===== src/rtl/spi_target_pkg.sv =====
// spi_target_pkg
//   Shared types and constants for the SPI register-file responder.
//   state_t        : responder FSM state encoding
//   CMD_READ_BIT   : command-byte bit selecting read (1) or write (0)
//   ADDR_W         : register-file address width (16 registers)
//   DEV_ID_DEFAULT : identification byte shifted out during the command byte
package spi_target_pkg;

    typedef enum logic [1:0] {
        ST_IDLE = 2'd0,
        ST_CMD  = 2'd1,
        ST_DATA = 2'd2
    } state_t;

    localparam int         CMD_READ_BIT   = 7;
    localparam int         ADDR_W         = 4;
    localparam logic [7:0] DEV_ID_DEFAULT = 8'hA5;

endpackage


===== src/rtl/spi_sync_edge.sv =====
// spi_sync_edge
//   Two-flop synchronizer for an asynchronous input, followed by one history
//   flop that produces single-cycle rise/fall pulses on the synchronized value.
//   Ports:
//     CLK     in  system clock
//     RST     in  synchronous active-high reset
//     d       in  asynchronous input
//     rise    out one-cycle pulse on a synchronized 0->1 transition
//     fall    out one-cycle pulse on a synchronized 1->0 transition
//   RST_VAL is the level the flops take in reset; choosing it equal to the
//   signal's idle level prevents a spurious edge when reset is released.
module spi_sync_edge #(
    parameter logic RST_VAL = 1'b0
) (
    input  logic CLK,
    input  logic RST,
    input  logic d,
    output logic rise,
    output logic fall
);

    logic s1, s2, s3;

    always_ff @(posedge CLK) begin
        if (RST) begin
            s1 <= RST_VAL;
            s2 <= RST_VAL;
            s3 <= RST_VAL;
        end else begin
            s1 <= d;
            s2 <= s1;
            s3 <= s2;
        end
    end

    assign rise = s2 & ~s3;
    assign fall = ~s2 & s3;

endmodule


===== src/rtl/spi_target.sv =====
// spi_target
//   Oversampled SPI responder exposing a 16-byte register file. The first
//   byte of a transfer is a command (bit 7 = read, bits 3:0 = start address);
//   following bytes are written to or read from auto-incrementing addresses.
//   Ports:
//     CLK, RST        system clock, synchronous active-high reset
//     SCK, MOSI, nSS  asynchronous SPI bus from the master
//     MISO, MISO_OE   responder data and its output-buffer enable
//     RADDR / RDATA   fabric read port, combinational
//     WSTB            one-cycle pulse per completed SPI write byte
//     WADDR / WDATA   address and data of the last SPI write
//
//   state   | meaning
//   --------+------------------------------------------------------------
//   ST_IDLE | deselected, MISO_OE low, waiting for nSS to fall
//   ST_CMD  | shifting in the command byte, shifting out DEV_ID
//   ST_DATA | data bytes: write to regs, or stream regs out on MISO
module spi_target
    import spi_target_pkg::*;
#(
    parameter logic       CPOL   = 1'b0,
    parameter logic [7:0] DEV_ID = DEV_ID_DEFAULT
) (
    input  logic              CLK,
    input  logic              RST,
    input  logic              SCK,
    input  logic              MOSI,
    input  logic              nSS,
    output logic              MISO,
    output logic              MISO_OE,
    input  logic [ADDR_W-1:0] RADDR,
    output logic [7:0]        RDATA,
    output logic              WSTB,
    output logic [ADDR_W-1:0] WADDR,
    output logic [7:0]        WDATA
);

    logic              sck_rise, sck_fall, nss_rise, nss_fall;
    logic              mosi_s1, mosi_s2;
    state_t            state;
    logic [2:0]        bitcnt;
    logic [6:0]        sr_in;
    logic [7:0]        rx_byte;
    logic [7:0]        sr_out;
    logic [7:0]        tx_next;
    logic              load_next;
    logic              skip_fall;
    logic              is_read;
    logic [ADDR_W-1:0] addr, addr_inc;
    logic              wr_pend;
    logic [ADDR_W-1:0] wr_addr;
    logic [7:0]        wr_data;
    logic [7:0]        regs [0:(1<<ADDR_W)-1];

    // nSS synchronizer resets low so a select already asserted when reset is
    // released produces no falling edge; the master must raise nSS first.
    spi_sync_edge #(.RST_VAL(CPOL)) u_sck (
        .CLK  (CLK),
        .RST  (RST),
        .d    (SCK),
        .rise (sck_rise),
        .fall (sck_fall)
    );

    spi_sync_edge #(.RST_VAL(1'b0)) u_nss (
        .CLK  (CLK),
        .RST  (RST),
        .d    (nSS),
        .rise (nss_rise),
        .fall (nss_fall)
    );

    always_ff @(posedge CLK) begin
        if (RST) begin
            mosi_s1 <= 1'b0;
            mosi_s2 <= 1'b0;
        end else begin
            mosi_s1 <= MOSI;
            mosi_s2 <= mosi_s1;
        end
    end

    assign rx_byte  = {sr_in, mosi_s2};
    assign addr_inc = addr + ADDR_W'(1);

    always_ff @(posedge CLK) begin
        if (RST) begin
            state     <= ST_IDLE;
            bitcnt    <= 3'd0;
            sr_in     <= 7'd0;
            sr_out    <= 8'd0;
            tx_next   <= 8'd0;
            load_next <= 1'b0;
            skip_fall <= 1'b0;
            is_read   <= 1'b0;
            addr      <= '0;
            wr_pend   <= 1'b0;
            wr_addr   <= '0;
            wr_data   <= 8'd0;
        end else begin
            wr_pend <= 1'b0;
            // Deselect has priority over a byte completing in the same cycle.
            if (nss_rise) begin
                state     <= ST_IDLE;
                sr_out    <= 8'd0;
                load_next <= 1'b0;
                skip_fall <= 1'b0;
            end else begin
                case (state)
                    ST_IDLE: begin
                        if (nss_fall) begin
                            state     <= ST_CMD;
                            bitcnt    <= 3'd0;
                            sr_out    <= DEV_ID;
                            load_next <= 1'b0;
                            // In mode 3 the first falling edge only moves SCK
                            // off its idle level; DEV_ID's MSB must stay put.
                            skip_fall <= CPOL;
                        end
                    end
                    default: begin
                        if (sck_rise) begin
                            bitcnt <= bitcnt + 3'd1;
                            sr_in  <= rx_byte[6:0];
                            if (bitcnt == 3'd7) begin
                                if (state == ST_CMD) begin
                                    state   <= ST_DATA;
                                    is_read <= rx_byte[CMD_READ_BIT];
                                    addr    <= rx_byte[ADDR_W-1:0];
                                    if (rx_byte[CMD_READ_BIT]) begin
                                        tx_next   <= regs[rx_byte[ADDR_W-1:0]];
                                        load_next <= 1'b1;
                                    end
                                end else if (is_read) begin
                                    addr      <= addr_inc;
                                    tx_next   <= regs[addr_inc];
                                    load_next <= 1'b1;
                                end else begin
                                    wr_pend <= 1'b1;
                                    wr_addr <= addr;
                                    wr_data <= rx_byte;
                                    addr    <= addr_inc;
                                end
                            end
                        end
                        // A prepared byte replaces the shift on the falling
                        // edge that follows the 8th sampling edge.
                        if (sck_fall) begin
                            if (skip_fall) begin
                                skip_fall <= 1'b0;
                            end else if (load_next) begin
                                sr_out    <= tx_next;
                                load_next <= 1'b0;
                            end else begin
                                sr_out <= {sr_out[6:0], 1'b0};
                            end
                        end
                    end
                endcase
            end
        end
    end

    // Register contents deliberately survive RST so a controller reset in the
    // middle of a transfer does not lose configuration held in the file.
    always_ff @(posedge CLK) begin
        if (wr_pend) begin
            regs[wr_addr] <= wr_data;
        end
    end

    always_ff @(posedge CLK) begin
        if (RST) begin
            WSTB  <= 1'b0;
            WADDR <= '0;
            WDATA <= 8'd0;
        end else begin
            WSTB <= wr_pend;
            if (wr_pend) begin
                WADDR <= wr_addr;
                WDATA <= wr_data;
            end
        end
    end

    assign MISO    = sr_out[7];
    assign MISO_OE = (state != ST_IDLE);
    assign RDATA   = regs[RADDR];

endmodule

===== config.mk =====
export PLATFORM = sky130hd
export DESIGN_NAME = spi_target
export DESIGN_NICKNAME = d
export VERILOG_FILES = /design/src/rtl/spi_target_pkg.sv /design/src/rtl/spi_sync_edge.sv /design/src/rtl/spi_target.sv
export SDC_FILE = /design/constraint.sdc
export NUM_CORES = 1
export LEC_CHECK = 0
export CAP_MARGIN = 15
export CORE_UTILIZATION = 32
export DETAILED_ROUTE_END_ITERATION = 6
export GPL_ROUTABILITY_DRIVEN = 0
export PLACE_DENSITY = 0.55
export REMOVE_ABC_BUFFERS = 1
export SLEW_MARGIN = 20
export SYNTH_ARGS = -nofsm -noshare
export SYNTH_HDL_FRONTEND = slang
export SYNTH_SLANG_ARGS = --single-unit

===== constraint.sdc =====
create_clock -name CLK -period 2.5 [get_ports CLK]
set_input_delay 0.25 -clock CLK [delete_from_list [all_inputs] [get_ports CLK]]
set_output_delay 0.25 -clock CLK [all_outputs]
set_load 0.005 [all_outputs]

# Word level (Yosys, flattened, before mapping)
# Memory sizes are Yosys's and may differ from the RTL's.
# Cells that the tools add are included.
[word_totals]
n_memories = 1
in_bits = 9
regBits = 69
out_inout_bits = 23
mem_bits_rw = 128
wordCells = 95
[memory_table]
columns = ["name", "depth", "word_bits", "rd", "rd_clocked_by_memory_dff", "wr", "line", "rtl"]
rows = [
  ["regs", 16, 8, 3, 0, 1, "spi_target.sv:53", "logic [7:0] regs [0:(1<<ADDR_W)-1];"],
]
[op_classes]
addsub = 2
reduce_logical = 18
mux = 32
n_eq_ne = 5
bitwise_logic = 14
[ops]
columns = ["cell", "n"]
rows = [
  ["8-bit 2-to-1 mux", 8],
  ["1-bit 2-to-1 mux", 15],
  ["6-bit AND reduction", 2],
  ["2-bit nonzero test", 6],
  ["2-bit 2-to-1 mux", 5],
  ["1-bit NOT", 10],
  ["3-bit 2-to-1 mux", 3],
  ["3-bit AND reduction", 3],
  ["4-bit AND reduction", 2],
  ["6-bit OR reduction", 1],
  ["5-bit AND reduction", 1],
  ["4-bit by 1-bit adder with 4-bit output (second input constant)", 1],
  ["1-bit bitwise AND", 4],
  ["4-bit 2-to-1 mux", 1],
  ["2-bit != test (second input constant)", 2],
  ["3-bit by 1-bit adder with 3-bit output (second input constant)", 1],
  ["3-bit equality test (second input constant)", 1],
  ["2-bit by 1-bit equality test with 1-bit output (second input constant)", 1],
  ["2-bit logical NOT", 1],
  ["2-bit by 1-bit != test with 1-bit output (second input constant)", 1],
  ["2-bit AND reduction", 1],
  ["2-bit OR reduction", 1],
]

# Depth between registers and ports, before layout
[logic_depth]
word_depth = 8
depth_mapped = 9
mapped_depth_nobuf = 7

# Cells and area by module
# A second synthesis with hierarchy kept.
[unflattened]
cells_unflattened = 654
area_unflattened_um2 = 9575.4
[by_module_without_submodules]
columns = ["mod", "area_each_um2", "instances", "cells_per_inst"]
rows = [
  ["spi_target", 9392.8, 1, 638],
  ["spi_sync_edge", 91.3, 2, 8],
]

# Worst setup path before layout
# No wires, ideal clock.
[synth_path]
path_type = "flip-flop to flip-flop"
start = "register addr[1]"
end = "register tx_next[6]"
required_time_ps = 2383
setup_time_ps = 117
n_path_buf = 2
path_stages_with_launch = 8
path_slack_ps = 428
arrival_time_ps = 1955
cell_sequence = "dfxtp_1 ha_1 buf_2 buf_2 mux4_2 mux2i_1 nand2_1 a32o_1"
[synth_between]
elab_chain_cells = 4
[synth_rtl]
columns = ["item", "line", "rtl"]
rows = [
  ["start: declaration", "spi_target.sv:49", "logic [ADDR_W-1:0] addr, addr_inc;"],
  ["start signal: assignment", "spi_target.sv:129", "addr <= rx_byte[ADDR_W-1:0];"],
  ["start signal: assignment", "spi_target.sv:135", "addr <= addr_inc;"],
  ["start signal: assignment", "spi_target.sv:142", "addr <= addr_inc;"],
  ["4-bit by 1-bit adder with 4-bit output", "spi_target.sv:84", "assign addr_inc = addr + ADDR_W'(1);"],
  ["memory 16 x 8 bit", "-", ""],
  ["8-bit 2-to-1 mux", "spi_target.sv:134", "end else if (is_read) begin"],
  ["8-bit 2-to-1 mux", "spi_target.sv:126", "if (state == ST_CMD) begin"],
  ["end signal: assignment", "spi_target.sv:131", "tx_next <= regs[rx_byte[ADDR_W-1:0]];"],
  ["end signal: assignment", "spi_target.sv:136", "tx_next <= regs[addr_inc];"],
  ["end: declaration", "spi_target.sv:45", "logic [7:0] tx_next;"],
]
# Every way passes these cells. The select of a mux whose other input is x is not followed.
# A chain may end at the register's enable or synchronous reset.

==> results.cfg <==
[run_status]
outcome = completed

[yosys]
number_of_warning_messages_in_the_yosys_log = 0
synth-seq-cells = 196
yosysUniqueCellTypes = 39
synth.cell_area_um2 = 9680
post_synth.cell_area_avg_um2 = 15.4
synth_cells = 630
ys_seq_area_share_pct = 53.8

[global_route]
antenna_found_initial = 1
grt_max_degree = 51
first_global_vias = 6062
grt_first_pass_wirelength_um = 38300
groute.usage.overall_pct = 16.6
grt-ovfl-total = 0

[power]
flop_pwr_share_pct = 53.2
power_frac_clock_pct = 42.4
power.ir.vdd_worst_v = 0.000359
internal_power_uw = 4960
combinationalPowerShare_pct = 4.3
cellPowerDensity_nw_per_um2 = 567
net-switching-power_uw = 1460
leakagePower_uw = 0.00360
p_sw_share_pct = 22.7

[routing]
remaining_antenna_violation_count_after_routing = 0
postRouteWirelength_um = 24900
drt_drc_violations_left = 0
avg_wl_per_cell_um = 22.8
drt_pass1_iterations = 6
drt_via_density = 5.54
detail_route.iter0.violations = 535
detailroute.via_count = 6052

[cts]
cts_max_level = 4
ctsRootBufferMaster = clkbuf_16
cts_hold_buf = 0
clk_latency_ps = 440
clkSlewWorstSetupHoldPaths_ps = 80
tritoncts_num_sinks = 196
ctsLongestPathBuffers = 2
number_of_buffers_inserted_during_clock_tree_synthesis = 17
cts_tree = yes

[sta]
min_period_over_period_pct = 97.5
post-route-worst-setup-slack_ps = 61.3
maxSlewHeadroom_pct = 46.0
skew_ps = 13.8
timing_worst_slew_pin_value_ps = 808
finalCriticalPeriod_ps = 2440
setup_tns_final_ps = 0
finalMaxSlewViolations = 0
hold_viol = 0
rsz0062_at_grt = false
fmax_mhz = 410
report.final.setup_viol = 0

[final_layout]
final_net_count = 701
antenna_cells = 0
area.growth.synth_to_final_pct = 17.0
fill_cells = 2683
post_route_cells_drive_above_1_share_pct = 27.8
final_design_area_no_fill_um2 = 11300

[place]
hpwl_um = 17200
placement.setup.worst_slack_ps = -121
placed_area_um2 = 10600
portBuffers = 31

[setup_path]
worst_r2r_src = addr[1]$_SDFFE_PP0P_
crit_type = flop to output pin
timing.reg2reg.setup_slack_ps = 130
critical_path.endpoint = RDATA[4]
critPathMaxFanout = 3
timing.critical_path.from_type = flop
setup.worst_path.end_class = output pin
setup.worst_path.start = regs[9][4]$_DFFE_PP_
ff2ff_path_depth = 6
worst_ep_required_time_ps = 2250
cp.arrival_ps = 2190
timing.rr.end = tx_next[1]$_SDFFE_PP0P_

[floorplanning]
num_rows = 63
floorplan.core_area_um2 = 29700
floorplan_die_width_um = 176
design.die.area_um2 = 31000
initial_utilization_pct = 32.6
die_height_um = 176
top_level_ports = 32

[job]
number_of_max_cap_violations = 0

[worst_hold_path]
hold_path.class = primary input to flop
hold-path-cell-count = 2
==> placed cells by master, fill, tap and decap left out, types with 5 or more instances in the layout <==
| cell type | Yosys | routed |
|---|---|---|
| a21oi_1 | 7 | 7 |
| mux2_2 | 18 | 18 |
| clkbuf_16 | 0 | 18 |
| mux2i_1 | 86 | 86 |
| nand2b_1 | 6 | 6 |
| mux4_2 | 77 | 77 |
| mux4_1 | 12 | 12 |
| a221oi_1 | 7 | 7 |
| dfxtp_1 | 68 | 67 |
| clkdlybuf4s50_1 | 0 | 20 |
| nand3_1 | 11 | 11 |
| o22ai_1 | 8 | 8 |
| edfxtp_1 | 128 | 128 |
| a32o_1 | 7 | 7 |
| nand2_1 | 16 | 16 |
| a221o_1 | 6 | 6 |
| nor2_1 | 72 | 72 |
| dlygate4sd2_1 | 0 | 9 |
| buf_4 | 6 | 51 |
| nand3b_1 | 5 | 5 |
| nor2b_1 | 16 | 16 |
| buf_12 | 0 | 7 |
==> per-stage QoR <==
step / cells / hold slack, ps / utilization (%) / total power, µW
5_1_grt: 1092 / 361 / 38.1 / 6630
6_report: 1092 / 363 / 38.1 / 6420
3_3_place_gp: 1044 / 424 / 35.7 / 3770
3_5_place_dp: 1044 / 422 / 35.7 / 3780
4_1_cts: 1092 / 344 / 38.1 / 6480
2_1_floorplan: 580 / 319 / - / 3630
==> power groups by stage <==
stage	clock network (µW)	registers, µW	logic (µW)
6_report	2730	3420	279
3_5_place_dp	0	3490	284
2_1_floorplan	0	3500	132
5_1_grt	2910	3420	297
3_3_place_gp	0	3490	277
4_1_cts	2780	3420	283
==> critical path, stage by stage (launching register included) <==
cell	delay [ps]
edfxtp_1	430
mux4_2	490
mux4_2	540
dlygate4sd2_1	300
==> Yosys cell counts, drive strengths merged <==
cell,instances,area share [%]
nand2,16,0.62
mux4,89,21
nor3b,1,0.13
a21oi,7,0.36
mux2i,86,8.9
xor2,1,0.17
a211oi,4,0.31
o211ai,2,0.16
inv,1,0.039
o22ai,8,0.52
and3b,1,0.090
buf,28,2.0
nor2,73,2.9
clkbuf,22,0.85
edfxtp,128,40
nor2b,16,1.0
dfxtp,68,14
nand4b,1,0.16
nand2b,6,0.39
a22oi,2,0.16
nand3b,5,0.39
a2bb2oi,2,0.18
a221o,6,0.62
nor3,4,0.21
a311oi,3,0.27
xnor2,1,0.090
mux2,18,2.1
a22o,1,0.090
a221oi,7,0.63
nand3,11,0.57
or3b,1,0.090
ha,3,0.39
or2,1,0.065
a32o,7,0.72
==> registers in the layout (all words and copies together) (netlist names), 2 cells and up <==
name / cells
tx_next: 8
bitcnt: 3
sr_out: 8
regs: 128
WADDR: 4
state: 2
WDATA: 8
sr_in: 7
wr_addr: 4
wr_data: 8
addr: 4
==> how the worst min path moves through the flow <==
stage | from | end | slack [ps]
after global routing | SCK | u_sck.s1$_SDFF_PP0_ | 360
after detailed placement | mosi_s1$_SDFF_PP0_ | mosi_s2$_SDFF_PP0_ | 420
after floorplan | RST | addr[0]$_SDFFE_PP0P_ | 320
final | nSS | u_nss.s1$_SDFF_PP0_ | 360
after global placement | mosi_s1$_SDFF_PP0_ | mosi_s2$_SDFF_PP0_ | 420
after CTS | RST | sr_out[7]$_SDFFE_PP0P_ | 340
==> what timing repair did <==
item / CTS / global route
buffers inserted: 15 / 0
resized for setup: 9 / 0
setup endpoints to repair: 8 / 0
==> kinds of logic after synthesis <==
kind of cell / share of synthesized area (%)
adders and majority gates: 0.388
DFF: 53.8
muxes: 32.1
AOI/OAI and AO/OA: 4.02
and+or+nand+nor: 6.59
xor gates and xnor gates: 0.258
buffers and inverters: 2.84
==> per-layer routing <==
metal  vias up  GRT usage, %  wire length, µm
met5         -             0                0
met4         0          6.20              638
met3        35          2.71             1330
met2       238          27.7            12400
met1      3132          21.8            10600
li1       2647             -                -
==> area by class of cell <==
type / count / area (µm²) / area share, %
Tap cell: 390 / 488 / 4.31
Timing Repair Buffer: 90 / 845 / 7.46
Sequential cell: 196 / 5210 / 46.0
Multi-Input combinational cell: 383 / 4210 / 37.1
Clock inverter: 12 / 111 / 0.983
Inverter: 1 / 3.75 / 0.0331
Clock buffer: 20 / 468 / 4.13
Note: power is estimated with default switching activity, not from simulation.
==> edit 1 (same flow settings) <==
Register the inputs `SCK`, `MOSI`, `nSS` and `RADDR` before use. The logic sees them one clock later. Comments in the files are not updated.
--- a/src/rtl/spi_target.sv
+++ b/src/rtl/spi_target.sv
@@ -36,4 +36,16 @@
 );
 
+    logic SCK_q;
+    logic MOSI_q;
+    logic nSS_q;
+    logic [ADDR_W-1:0] RADDR_q;
+
+    always_ff @(posedge CLK) begin
+        SCK_q   <= SCK;
+        MOSI_q  <= MOSI;
+        nSS_q   <= nSS;
+        RADDR_q <= RADDR;
+    end
+
     logic              sck_rise, sck_fall, nss_rise, nss_fall;
     logic              mosi_s1, mosi_s2;
@@ -58,5 +70,5 @@
         .CLK  (CLK),
         .RST  (RST),
-        .d    (SCK),
+        .d    (SCK_q),
         .rise (sck_rise),
         .fall (sck_fall)
@@ -66,5 +78,5 @@
         .CLK  (CLK),
         .RST  (RST),
-        .d    (nSS),
+        .d    (nSS_q),
         .rise (nss_rise),
         .fall (nss_fall)
@@ -76,5 +88,5 @@
             mosi_s2 <= 1'b0;
         end else begin
-            mosi_s1 <= MOSI;
+            mosi_s1 <= MOSI_q;
             mosi_s2 <= mosi_s1;
         end
@@ -186,5 +198,5 @@
     assign MISO    = sr_out[7];
     assign MISO_OE = (state != ST_IDLE);
-    assign RDATA   = regs[RADDR];
+    assign RDATA   = regs[RADDR_q];
 
 endmodule
Formal check against the unedited RTL: not equivalent (Yosys sat finds a counterexample within 10 cycles, from zero or initial values and one cycle with RST high).
==> edit 1 against the unedited design <==
  * The flow now finishes with violations (setup timing)
  * Synthesized area rose by 2.1%
  * Via count rose by 2.2%
  * Routed wire length rose by 7.2%
  * Global-route usage rose by 0.58 points
  * Total power rose by 14%
  * Worst setup slack got worse by 0.16 ns
  * Clock skew fell by 0.0079 ns
  * First-iteration DRC count rose by 11%
  * Final area rose by 2.9%
  * Sequential power rose by 4%
  * Sequential cell count rose by 7
  * Critical path type unchanged
  * Largest cell class unchanged
  * Largest power group unchanged
==> edit 1: results (changes against the unedited design) <==
Initial DRC Count 592 (+11%); Post-synth EDFFs 128 (unchanged); WHS 0.09228 ns (-0.2710 ns); post-place setup slack 0.1311 ns (+0.2518 ns); post-layout net count 705 (+0.57%); placed cell area 0.01076 mm^2 (+1.4%); post-synthesis compound-gate area fraction 4.735% (+0.72 points); run status finished, violations left; Max-slew headroom 43.51% (-2.5 points); final setup fails 7 (+7); Via Count 6187 (+2.2%); worst-case vdd ir drop 0.4679 mV (+30%); Worst Hold Launch RST; top post-synthesis cells by count edfxtp_1 (128), mux2i_1 (80), mux4_2 (79); setup_tns -0.4283 ns (-0.4283 ns); GRT Total Usage 17.21% (+0.58 points); mux cell area share after synthesis 30.70% (-1.4 points); worst setup margin -0.09578 ns (-0.1571 ns); Fin Clk Skew 0.005990 ns (-0.007853 ns); adder-cell area share of the yosys netlist 0.3798% (-0.0078 points); clock-pin transition on the worst setup and hold timing paths 0.06 ns (-0.02 ns); H-tree lvl count 1 (-3); pin count of the biggest net entering global routing 44 (-14%); R2R Path Start sr_in[1]; WP data arrival 2.35 ns (+0.16 ns); initial antenna violation count 0 (-1); global-route wire length before repair 40710 um (+6.2%); R2R depth 6 (unchanged); ranking of synthesized cells by area edfxtp_1 (39%), mux4_2 (18%), dfxtp_1 (15%); Worst Path Max Fanout 5 (+2); Min-Delay Endpoint bitcnt[1]; xor and xnor area share after synthesis 0.3672% (+0.11 points); r2r endpoint tx_next[2]; detailed-route wire length per cell 24.31 um (+6.5%); cell family with most CP delay multiplexers; maximum clock path buffer count 3 (+1); Netlist cell types 46 (+18%); clk_lat worst skew 0.51 ns (+0.07 ns); Mean Syn Cell Area 15.39 um^2 (+0.15%); R2R Setup Slk 0.21 ns (+0.08 ns); share of flip-flops with an asynchronous set or reset 0% (unchanged); failing checks setup timing; hpwl dp 18030 um (+5.0%); Non-Filler Instances 1099 (+0.64%); share of cells above drive strength 1 28.21% (+0.43 points); Num CTS Buffers 22 (+5); Detailed Routing Iterations Pass 1 5 (-1); Pleak 0.003693 uW (+2.6%)
[edit 1: worst max path at each step]
stage	start	endpoint	slack [ns]	cells after the start
final	register	RDATA[6]	-0.1	5
after global routing	register	RDATA[6]	-0.14	5
after CTS	register	RDATA[5]	-0.16	6
after detailed placement	register	RDATA[3]	0.13	4
after global placement	register	RDATA[3]	0.16	4
after floorplan	addr[0]	tx_next[2]	-1.08	5
[edit 1: worst register-to-register path: stages, from the launching register on]
cell	delay [ns]
dfxtp_1	0.76
buf_4	0.28
nand2_1	0.30
o22ai_1	0.26
a221o_1	0.19
a31oi_1	0.11
a32o_1	0.28
[edit 1: area by class of cell]
type	instances	area, um^2
Fill cell	2698	18380
Sequential cell	203	5350
Multi-Input combinational cell	387	4219
Timing Repair Buffer	78	809.5
Clock buffer	29	650.6
Tap cell	390	488.0
Clock inverter	11	136.4
Inverter	1	3.754
[edit 1: routing by layer]
layer  vias to the layer above  wire, um  track usage [%]
met4                         0       787            5.769
met2                       281     13180            29.26
met5                         -         0                0
met3                        56      1701            2.635
li1                       2666         -                -
met1                      3184     11060            22.33
[edit 1: cell families (layout without fill, tap and decap cells)]
| logic type | count (synthesis) | in the layout |
|---|---|---|
| flip-flops | 203 | 203 |
| AO/OA/AOI/OAI | 63 | 63 |
| buffers and inverters | 52 | 119 |
| XOR/XNOR | 2 | 2 |
| adder cells (fa/ha/maj) | 3 | 3 |
| AND/OR/NAND/NOR | 133 | 133 |
| multiplexers | 186 | 186 |
[edit 1: what timing repair did]
item | CTS | global route
resized for setup | 36 | 3
gates cloned | 4 | 0
endpoints found under the setup margin | 8 | 8
buffers inserted | 3 | 0
[edit 1: where the power goes]
group / switching (uW) / internal, uW / leakage (uW)
Clock: 1370 / 2150 / 0.000389
Sequential: 11.1 / 3530 / 0.00179
Combinational: 128 / 150 / 0.00151
==> edit 2 (same flow settings) <==
Made on the original files. `CPOL`: 1'b0 -> 1'b1.
--- a/src/rtl/spi_target.sv
+++ b/src/rtl/spi_target.sv
@@ -19,5 +19,5 @@
     import spi_target_pkg::*;
 #(
-    parameter logic       CPOL   = 1'b0,
+    parameter logic       CPOL   = 1'b1,
     parameter logic [7:0] DEV_ID = DEV_ID_DEFAULT
 ) (
Check against the original RTL: not equivalent (a bounded check fails within 10 cycles, from zero or initial values and one cycle with RST high).
==> edit 2 against the unedited design <==
  * Final area is 0.34% lower
  * Combinational power shrank 5%
  * Clock skew fell by 0.0012 ns
  * Via count grew 7.0%
  * Largest cell class unchanged
  * Worst setup slack better by 0.054 ns
  * Final cell count rose by 6.5%
  * Die area up 0.22%
  * Sequential share of layout area rose by 0.37 points
  * Sequential cell count up 1
  * Routed wire length increased by 8.4%
  * Synthesized area is 0.22% higher
  * Total power increased by 1.9%
==> edit 2: results (changes against the unedited design) <==
run status completed; r2r endpoint tx_next[0]; GRT Total Usage 17.96% (+1.3 points); Crit path largest cell delay 0.50 ns (-0.04 ns); clock-pin transition on the worst setup and hold timing paths 0.07 ns; Fin Clk Skew 0.01263 ns (-0.001215 ns); register area share after synthesis 53.84% (+0.088 points); Detailed Routing Iterations Pass 1 5 (-1); ranking of synthesized cells by area edfxtp_1 (40%), mux4_2 (17%), dfxtp_1 (14%); vias per cell 5.570 (+0.50%); share of cells above drive strength 1 23.42% (-4.4 points); global-route wire length before repair 40560 um (+5.8%); Slew @ Worst Pin 0.8048 ns (-0.003574 ns); post-layout net count 772 (+10%); pin count of the biggest net entering global routing 47 (-7.8%); # placed instances 1120 (+7.3%); Worst setup endpoint RDATA[7]; detailed-route wire length per cell 23.23 um (+1.8%); Netlist cell types 44 (+13%); hpwl dp 17050 um (-0.69%); top post-synthesis cells by count edfxtp_1 (128), mux2i_1 (88), mux4_2 (72); drt total wl 27020 um (+8.4%); Pleak 0.003570 uW (-0.81%); worst-case vdd ir drop 0.3852 mV (+7.4%); Max Fclk 0.4194 GHz (+2.3%); Initial DRC Count 657 (+23%); initial antenna violation count 0 (-1)
[edit 2: cell types whose count changed after synthesis, sizes merged, moves of 5 or more]
cell and delta:
mux4 -17, nor2 -30, a21oi +30, mux2 -16
nand2 +51, nand3 +7, buf +7, a221o -6
nor3 +21, a22oi +36, nor2b -5, o22ai -8
[edit 2: logic make-up after synthesis]
kind of cell    Yosys count  share of synthesized area [%]
buf+inv                  64                          3.313
flops                   197                          53.84
simple gates            191                          9.606
xor+xnor                  3                         0.2708
compound gates           95                          6.563
fa+ha+maj                 3                         0.3868
mux                     162                          26.02
[edit 2: per-layer routing]
layer  part of all wire, %  global-route usage [%]  wire length, um  vias to the layer above
met2                    47                   28.10            12650                      260
met3                   6.6                   2.778             1785                       37
met4                   2.3                   6.087              627                        0
li1                      -                       -                -                     2868
met1                    44                   25.34            11950                     3313
met5                     0                       0                0                        -
[edit 2: cell type report]
cell class	count	area, um^2
Multi-Input combinational cell	454	4179
Clock buffer	19	432.9
Clock inverter	13	172.7
Sequential cell	197	5230
Tap cell	390	488.0
Fill cell	2806	18430
Inverter	6	23.77
Timing Repair Buffer	84	762.0
[edit 2: metrics by stage]
step	utilization, %	instance area [um^2]
after floorplan	-	9407
final	37.99	11290
after global routing	37.99	11290
after global placement	35.71	10610
after detailed placement	35.71	10610
after CTS	37.99	11290
[edit 2: power breakdown]
group | switching [uW] | total, uW | internal, uW
sequential | 11.2 | 3440 | 3430
combinational | 124 | 264 | 140
clock | 1250 | 2840 | 1600
[edit 2: how the worst min path moves through the flow]
stage,slack (ns),start,cells after the start,to
floorplan,0.32,RST,1,WADDR[3]
global placement,0.39,u_sck.s1,1,u_sck.s2
detailed placement,0.40,u_sck.s1,1,u_sck.s2
CTS,0.09,RST,2,addr[0]
global route,0.12,RST,2,state[0]
finish,0.10,RST,2,addr[0]
[edit 2: repair_timing]
| item | in CTS | in global routing |
|---|---|---|
| buffers inserted | 11 | 0 |
| resized for setup | 9 | 0 |
| setup endpoints to repair | 8 | 0 |
